$ cat src/rtl/adder_pkg.sv
`default_nettype none
// ============================================================================
//  Package     : adder_pkg
//  Description : Shared FSM state type and parameter legality check for the
//                digit-serial adder.
//  Revision    : 1.0
// ============================================================================
package adder_pkg;

    typedef enum logic [1:0] {
        IDLE = 2'd0,
        BUSY = 2'd1,
        DONE = 2'd2
    } adder_state_t;

    function automatic bit digit_width_ok(input int n, input int d);
        return (d >= 1) && (d <= n) && ((n % d) == 0);
    endfunction

endpackage
`default_nettype wire

$ cat src/rtl/adder_full_n.sv
`default_nettype none
// ============================================================================
//  Module      : adder_full_n
//  Description : Combinational n-bit ripple adder with carry in and carry out.
//  Revision    : 1.0
// ============================================================================
module adder_full_n #(
    parameter int n = 4
) (
    input  logic [n-1:0] X,
    input  logic [n-1:0] Y,
    input  logic         Cin,
    output logic [n-1:0] sum,
    output logic         carry
);

    logic [n:0] w_total;

    assign w_total = {1'b0, X} + {1'b0, Y} + {{n{1'b0}}, Cin};
    assign sum     = w_total[n-1:0];
    assign carry   = w_total[n];

endmodule
`default_nettype wire

$ cat src/rtl/adder_digit_serial.sv
`default_nettype none
// ============================================================================
//  Module      : adder_digit_serial
//  Description : N-bit add/subtract processed D bits per cycle, LSB digit
//                first, with valid/ready handshakes, carry and overflow flags.
//  Revision    : 1.0
// ============================================================================
module adder_digit_serial
    import adder_pkg::*;
#(
    parameter int N = 32,
    parameter int D = 8
) (
    input  logic         clk,
    input  logic         rst_n,
    input  logic         in_valid,
    output logic         in_ready,
    input  logic [N-1:0] X,
    input  logic [N-1:0] Y,
    input  logic         Cin,
    input  logic         sub,
    output logic         out_valid,
    input  logic         out_ready,
    output logic [N-1:0] sum,
    output logic         carry,
    output logic         overflow
);

    localparam int            STAGES = N / D;
    localparam int            KW     = (STAGES > 1) ? $clog2(STAGES) : 1;
    localparam logic [KW-1:0] LAST_K = KW'(STAGES - 1);

    generate
        if (!digit_width_ok(N, D)) begin : g_param_check
            $fatal(1, "adder_digit_serial: N must be a positive multiple of D");
        end
    endgenerate

    adder_state_t  state;
    adder_state_t  state_next;

    logic [N-1:0]  x_q;
    logic [N-1:0]  y_q;
    logic [N-1:0]  sum_q;
    logic          c_q;
    logic [KW-1:0] k;
    logic          carry_q;
    logic          ovf_q;

    logic [31:0]   w_base;
    logic [D-1:0]  w_s_digit;
    logic          w_c_digit;
    logic          w_last;

    assign w_base = 32'(k) * D;
    assign w_last = (k == LAST_K);

    adder_full_n #(.n(D)) u_digit_adder (
        .X     (x_q[w_base +: D]),
        .Y     (y_q[w_base +: D]),
        .Cin   (c_q),
        .sum   (w_s_digit),
        .carry (w_c_digit)
    );

    always_ff @(posedge clk or negedge rst_n) begin
        if (!rst_n) begin
            state <= IDLE;
        end else begin
            state <= state_next;
        end
    end

    always_comb begin
        state_next = state;
        case (state)
            IDLE:    if (in_valid)  state_next = BUSY;
            BUSY:    if (w_last)    state_next = DONE;
            DONE:    if (out_ready) state_next = IDLE;
            default:                state_next = IDLE;
        endcase
    end

    // Subtraction is folded into the add path: X + ~Y + (1 ^ borrow_in).
    always_ff @(posedge clk or negedge rst_n) begin
        if (!rst_n) begin
            x_q     <= '0;
            y_q     <= '0;
            sum_q   <= '0;
            c_q     <= 1'b0;
            k       <= '0;
            carry_q <= 1'b0;
            ovf_q   <= 1'b0;
        end else begin
            case (state)
                IDLE: begin
                    if (in_valid) begin
                        x_q <= X;
                        y_q <= sub ? ~Y : Y;
                        c_q <= Cin ^ sub;
                        k   <= '0;
                    end
                end
                BUSY: begin
                    sum_q[w_base +: D] <= w_s_digit;
                    c_q                <= w_c_digit;
                    k                  <= k + 1'b1;
                    if (w_last) begin
                        carry_q <= w_c_digit;
                        ovf_q   <= (x_q[N-1] == y_q[N-1]) && (w_s_digit[D-1] != x_q[N-1]);
                    end
                end
                default: ;
            endcase
        end
    end

    assign in_ready  = (state == IDLE);
    assign out_valid = (state == DONE);
    assign sum       = sum_q;
    assign carry     = carry_q;
    assign overflow  = ovf_q;

endmodule
`default_nettype wire

$ cat config.mk
export PLATFORM = sky130hd
export DESIGN_NAME = adder_digit_serial
export DESIGN_NICKNAME = d
export VERILOG_FILES = /design/src/rtl/adder_pkg.sv /design/src/rtl/adder_full_n.sv /design/src/rtl/adder_digit_serial.sv
export SDC_FILE = /design/constraint.sdc
export NUM_CORES = 1
export LEC_CHECK = 0
export CORE_AREA = 2 2 137 86
export CTS_CLUSTER_DIAMETER = 40
export CTS_CLUSTER_SIZE = 28
export DETAILED_ROUTE_END_ITERATION = 7
export DIE_AREA = 0 0 139 88
export GPL_TIMING_DRIVEN = 0
export HOLD_SLACK_MARGIN = 0.06
export PLACE_DENSITY = 0.79
export SLEW_MARGIN = 20
export SYNTH_ARGS = -nofsm -noshare
export SYNTH_HDL_FRONTEND = slang
export SYNTH_HIERARCHICAL = 1
export SYNTH_SLANG_ARGS = --single-unit
$ cat constraint.sdc
create_clock -name clk -period 3.2 [get_ports clk]
set_input_delay 0.48 -clock clk [delete_from_list [all_inputs] [get_ports clk]]
set_output_delay 0.48 -clock clk [all_outputs]
set_load 0.1 [all_outputs]
Word-level counts from Yosys, hierarchy flattened
Cells that the tools add are included.

Shift operators: 4. Reductions and logical operators: 7. Muxes and demuxes: 10. Bitwise operators: 2. $add $sub $neg: 4. Eq/ne operators: 8.

Operators by type and width (number): 32-bit by 6-bit variable part select with 8-bit output (2); 5-bit negator with 34-bit output (1); 8-bit by 34-bit variable shift with 32-bit output, first input constant (1); 8-bit by 34-bit variable part select with 32-bit output (1); 32-bit bitwise mux (1); 32-bit 2-to-1 mux (1); 32-bit inverter (1); 8-bit by 8-bit adder with 9-bit output (1); 9-bit by 1-bit adder with 9-bit output (1); 2-bit 2-to-1 mux (4); 2-bit one-hot mux with 3 select lines (1); 2-bit AND reduction (3); 2-bit == test, second input constant (2); 2-bit inequality test, second input constant (2); 2-bit one-hot mux with 2 select lines (1); 3-bit AND reduction (1); 2-bit by 1-bit adder with 2-bit output, second input constant (1); 2-bit by 1-bit == test with 1-bit output, second input constant (1); 2-bit logical NOT (1); 2-bit by 1-bit inequality test with 1-bit output, second input constant (1); 1-bit one-hot mux with 2 select lines (1); 2-bit nonzero test (1); 1-bit == test (1); 1-bit logical AND (1); 3 further kinds (3).

Input port bits: 70. Flip-flop bits (word level): 103. Word-level logic and storage cells: 43.

Longest topological paths before layout
Gate-level depths: netlist (run 1).

Word-level depth: 5. Depth in mapped cells: 11.

Modules after synthesis
The synthesis (run 1) kept the hierarchy.

Modules (own cells, without submodules): adder_digit_serial (area an instance 4596.9 um^2, times used 1, seq. area each 2577.5 um^2, cells each 342); adder_full_n (area an instance 331.6 um^2, times used 1, seq. area each 0.0 um^2, cells each 42).

Least setup slack after synthesis (run 1)
Ideal clock, no wire load.

Path type: reg-to-reg. Start point: reg k[0]. End point: reg c_q. Period minus slack after synthesis: 3137 ps. Arrival: 3011 ps. Setup slack: 63 ps. Stages on the path, launching flop included: 11. Buffers on the path: 2. Path through: dfrtp_1 -> buf_6 -> buf_4 -> mux4_2 -> fa_1 -> fa_1 -> a21oi_1 -> nor2_1 -> nor2_1 -> o21ai_0 -> a221o_1.

Word-level cells in the longest chain between the ends: 4. Elaborated cells on any way between the ends: 5.

Ends and longest elaborated chain: start, declared (line adder_digit_serial.sv:46) `logic [KW-1:0] k;`; start signal, assigned (line adder_digit_serial.sv:107) `k <= k + 1'b1;`; 32-bit by 6-bit variable part select with 8-bit output, on equally long branches (line adder_digit_serial.sv:59, adder_digit_serial.sv:60); 8-bit by 8-bit adder with 9-bit output (*) (line adder_full_n.sv:19) `assign w_total = {1'b0, X} + {1'b0, Y} + {{n{1'b0}}, Cin};`; 9-bit by 1-bit adder with 9-bit output (*) (line adder_full_n.sv:19); net w_c_digit (line adder_digit_serial.sv:52) `logic w_c_digit;`; 1-bit one-hot mux with 2 select lines (*) (line adder_digit_serial.sv:95) `case (state)`; end signal, assigned (line adder_digit_serial.sv:100) `c_q <= Cin ^ sub;`; end signal, assigned (line adder_digit_serial.sv:106) `c_q <= w_c_digit;`; end, declared (line adder_digit_serial.sv:45) `logic c_q;`.

Mark *: on every way through the listed nets, which the timed path passes. The rest lies on a longest branch. A chain may end at the register's enable or synchronous reset.

Worst setup path in the final report (run 1)
Same ends and word-level chain as after synthesis.

==> results.py, run 1 <==
metrics = {
    "status": {
        "status": "finished clean",
    },
    "grt": {
        "grt_pass1_wl_um": 20200,
        "grt_usage_pct": 21.9,
        "grt_pass1_vias": 3752,
        "overflow": 0,
        "antenna_found_initial": 0,
        "grt_max_degree": 59,
    },
    "route": {
        "highest_layer": "met4",
        "route.met3.wl_um": 854,
        "routed_wl_um": 12300,
        "wl_per_cell_um": 19.0,
        "drc": 0,
        "ant_nets": 0,
        "drt-met1-wl_um": 5760,
        "drtIter0Drc": 169,
        "num_vias": 3540,
        "vias_per_cell": 5.45,
        "first_pass_iters": 4,
        "wl_met2_um": 5590,
    },
    "worst_setup_path": {
        "critPathLaunchType": "flop",
        "worstPathArrival_ns": 3.27,
        "crit_family": "adder cells",
        "crit_buf_inv": 1,
        "path_depth": 9,
        "path_cells": "buf_12 > mux4_2 > fa_2 > fa_2 > a21oi_4 > nor2_1 > nor2_2 > o21ai_1 > a221o_1",
        "reg2reg_depth": 9,
        "cp-end-kind": "flop",
        "cp_max_fo": 19,
        "cp_common_cell": "fa_2",
        "cp.required_ns": 3.44,
        "crit_type": "reg2reg",
        "slowest_delay_ns": 0.56,
        "slowest_stage": "mux4_2",
    },
    "sta": {
        "post-route-period-util_pct": 94.6,
        "rsz0062_at_grt": "false",
        "relSlewSlack_pct": 33.7,
        "finalCriticalPeriod_ns": 3.03,
        "hold_violations": 0,
        "setup_viol": 0,
        "max_freq_mhz": 330,
        "tns_ns": 0,
        "drv_slew": 0,
        "worst_pin_slew_ns": 0.991,
        "clock_skew_ns": 0.00662,
    },
    "clock_tree": {
        "cts.sinks": 103,
        "clkLatencyLatePin_ns": 0.35,
        "clk_root_buffer_cell": "clkbuf_16",
        "clk_pin_slew_ns": 0.07,
        "h-tree-depth": 3,
        "clockBufferDepth": 2,
        "numCtsBuffers": 9,
        "cts_tree": "built",
    },
    "cells_and_area": {
        "area_delta_synth_final_pct": 33.0,
        "drive_above_1_share_pct": 20.0,
        "stdcell_count": 650,
        "diodes": 0,
        "fin_util_pct": 59.8,
        "nNetsFinal": 585,
    },
    "min_path": {
        "min_path_cells": 1,
        "hp-class": "reg2reg",
    },
    "synth": {
        "ys_ff_latch": 103,
        "yosysWarnings": 6,
        "syn_area_per_cell_um2": 12.8,
        "synth_top_area_cell": "dfrtp_1",
        "yosysSeqAreaShare_pct": 52.3,
        "synth.distinct_cells": 40,
        "synthCells": 384,
        "yosys.area.top_type_share_pct": 52.3,
        "yosys-top-cells-area": "dfrtp_1 52%, mux2_2 7.5%, mux4_2 7.3%",
        "synth_area_mm2": 0.00493,
        "synthesis.nets": 468,
    },
    "floorplanning": {
        "std_cell_rows": 30,
        "fp.dieArea_mm2": 0.0122,
        "initial_utilization_pct": 45.0,
        "die_w_um": 139,
        "ios": 106,
        "dieHeight_um": 88,
        "core_mm2": 0.0110,
    },
    "placement": {
        "port_buffers": 104,
        "dpl.hpwl_um": 9150,
        "dp_cells": 633,
        "gp_congestion": 0.836,
    },
    "flow_run": {
        "maxCapViolCount": 0,
    },
}
## flip-flops by register name, summed over array words and instances, names as in the netlist
signal	flops
k	2
sum	32
c_q	1
carry	1
y_q	32
x_q	32
overflow	1
state	2
## Yosys cell counts (all sizes together)
library cell and n:
xnor2 34, fa 2, a221oi 1, mux4 16, a21o 2, nor4b 3
nor2 38, nor3b 2, o21ai 4, o31ai 1, or3b 1, nor4 2
or3 1, a311o 2, and3b 1, inv 7, nand3b 2, mux2i 2
nand2 9, nor2b 3, mux2 33, a2111oi 1, buf 17, a221o 1
a22o 32, nor3 2, nand3 2, clkbuf 4, dfrtp 103, a21oi 38
o21bai 1, ha 12, xor2 3, nand2b 2
## layout make-up
class | instances | area, um2
repair buffers | 108 | 1090
clock inverters | 7 | 73.8
multi-input cells | 253 | 2270
clock buffers | 9 | 225
fillers | 844 | 4410
well taps | 144 | 180
plain buffers | 19 | 106
flip-flops and latches | 103 | 2580
inverters | 7 | 26.3
## metal layers
layer	global-route usage, %	vias to the layer above
li1	-	1623
met3	7.44	12
met4	6.89	0
met2	33.9	116
met5	0	-
met1	29.6	1789
## timing repair
item	in CTS	in global routing
hold endpoints to repair	5	0
pin swaps	0	3
endpoints found under the setup margin	19	4
gates cloned	0	0
resized for setup	12	9
hold buffers	1	0
buffers inserted	1	1
## through the flow
step | instance area (um2) | setup WS, ns | hold slack [ns]
2_1_floorplan | 4930 | 0.0629 | 0.184
3_3_place_gp | 6150 | -1.96 | 0.484
3_5_place_dp | 6180 | -0.384 | 0.441
4_1_cts | 6540 | 0.0247 | 0.505
5_1_grt | 6550 | 0.0500 | 0.514
6_report | 6550 | 0.172 | 0.503
## worst paths after layout
kind | startpoint | to | slack (ns)
max in group asynchronous | rst_n | y_q[10] | 1.95
min | sum[11] | sum[11] | 0.50
max | k[0] | c_q | 0.17
max reg2reg | k[0] | c_q | 0.17
min reg2reg | sum[11] | sum[11] | 0.50
min in group asynchronous | rst_n | x_q[10] | 0.62
## layout by cell type, fill, tap and decap left out, types with 5 or more instances in the layout
| cell | Yosys | layout |
|---|---|---|
| buf_2 | 13 | 11 |
| xnor2_1 | 34 | 33 |
| mux2_2 | 33 | 33 |
| nor2_1 | 38 | 37 |
| dfrtp_1 | 103 | 102 |
| inv_1 | 5 | 5 |
| ha_1 | 12 | 11 |
| clkdlybuf4s50_1 | 0 | 103 |
| a22o_1 | 32 | 32 |
| clkbuf_16 | 0 | 9 |
| a21oi_1 | 38 | 37 |
| mux4_2 | 16 | 16 |
| nand2_1 | 9 | 8 |
## cells by family (layout without fill, tap and decap cells)
| group | Yosys count | after routing | share of synthesized area (%) |
|---|---|---|---|
| xor gates and xnor gates | 37 | 37 | 6.58 |
| adders and majority gates | 14 | 14 | 3.86 |
| muxes | 51 | 51 | 15.3 |
| buffers and inverters | 28 | 150 | 2.72 |
| AOI/OAI and AO/OA | 83 | 83 | 11.5 |
| and+or+nand+nor | 68 | 68 | 7.77 |
| DFF | 103 | 103 | 52.3 |
Power of run 1 is not shown: default switching activity piles up to over one toggle a cycle in this logic, so the estimate is an artifact.
==> run 2: changes to the inputs <==
- CTS_CLUSTER_DIAMETER: 40 -> unset
==> results of run 2 <==
No change in the layout: final DEF, timing and power equal those of run 1.
Power of run 2 is left out for the same reason.
==> run 3: changes to the inputs <==
--- a/constraint.sdc
+++ b/constraint.sdc
@@ -3,2 +3,2 @@
 set_output_delay 0.48 -clock clk [all_outputs]
-set_load 0.1 [all_outputs]
+set_load 0.05 [all_outputs]
==> results of run 3 <==
The final DEF is identical to that of run 1. Status: finished clean.
Power of run 3 is left out for the same reason.
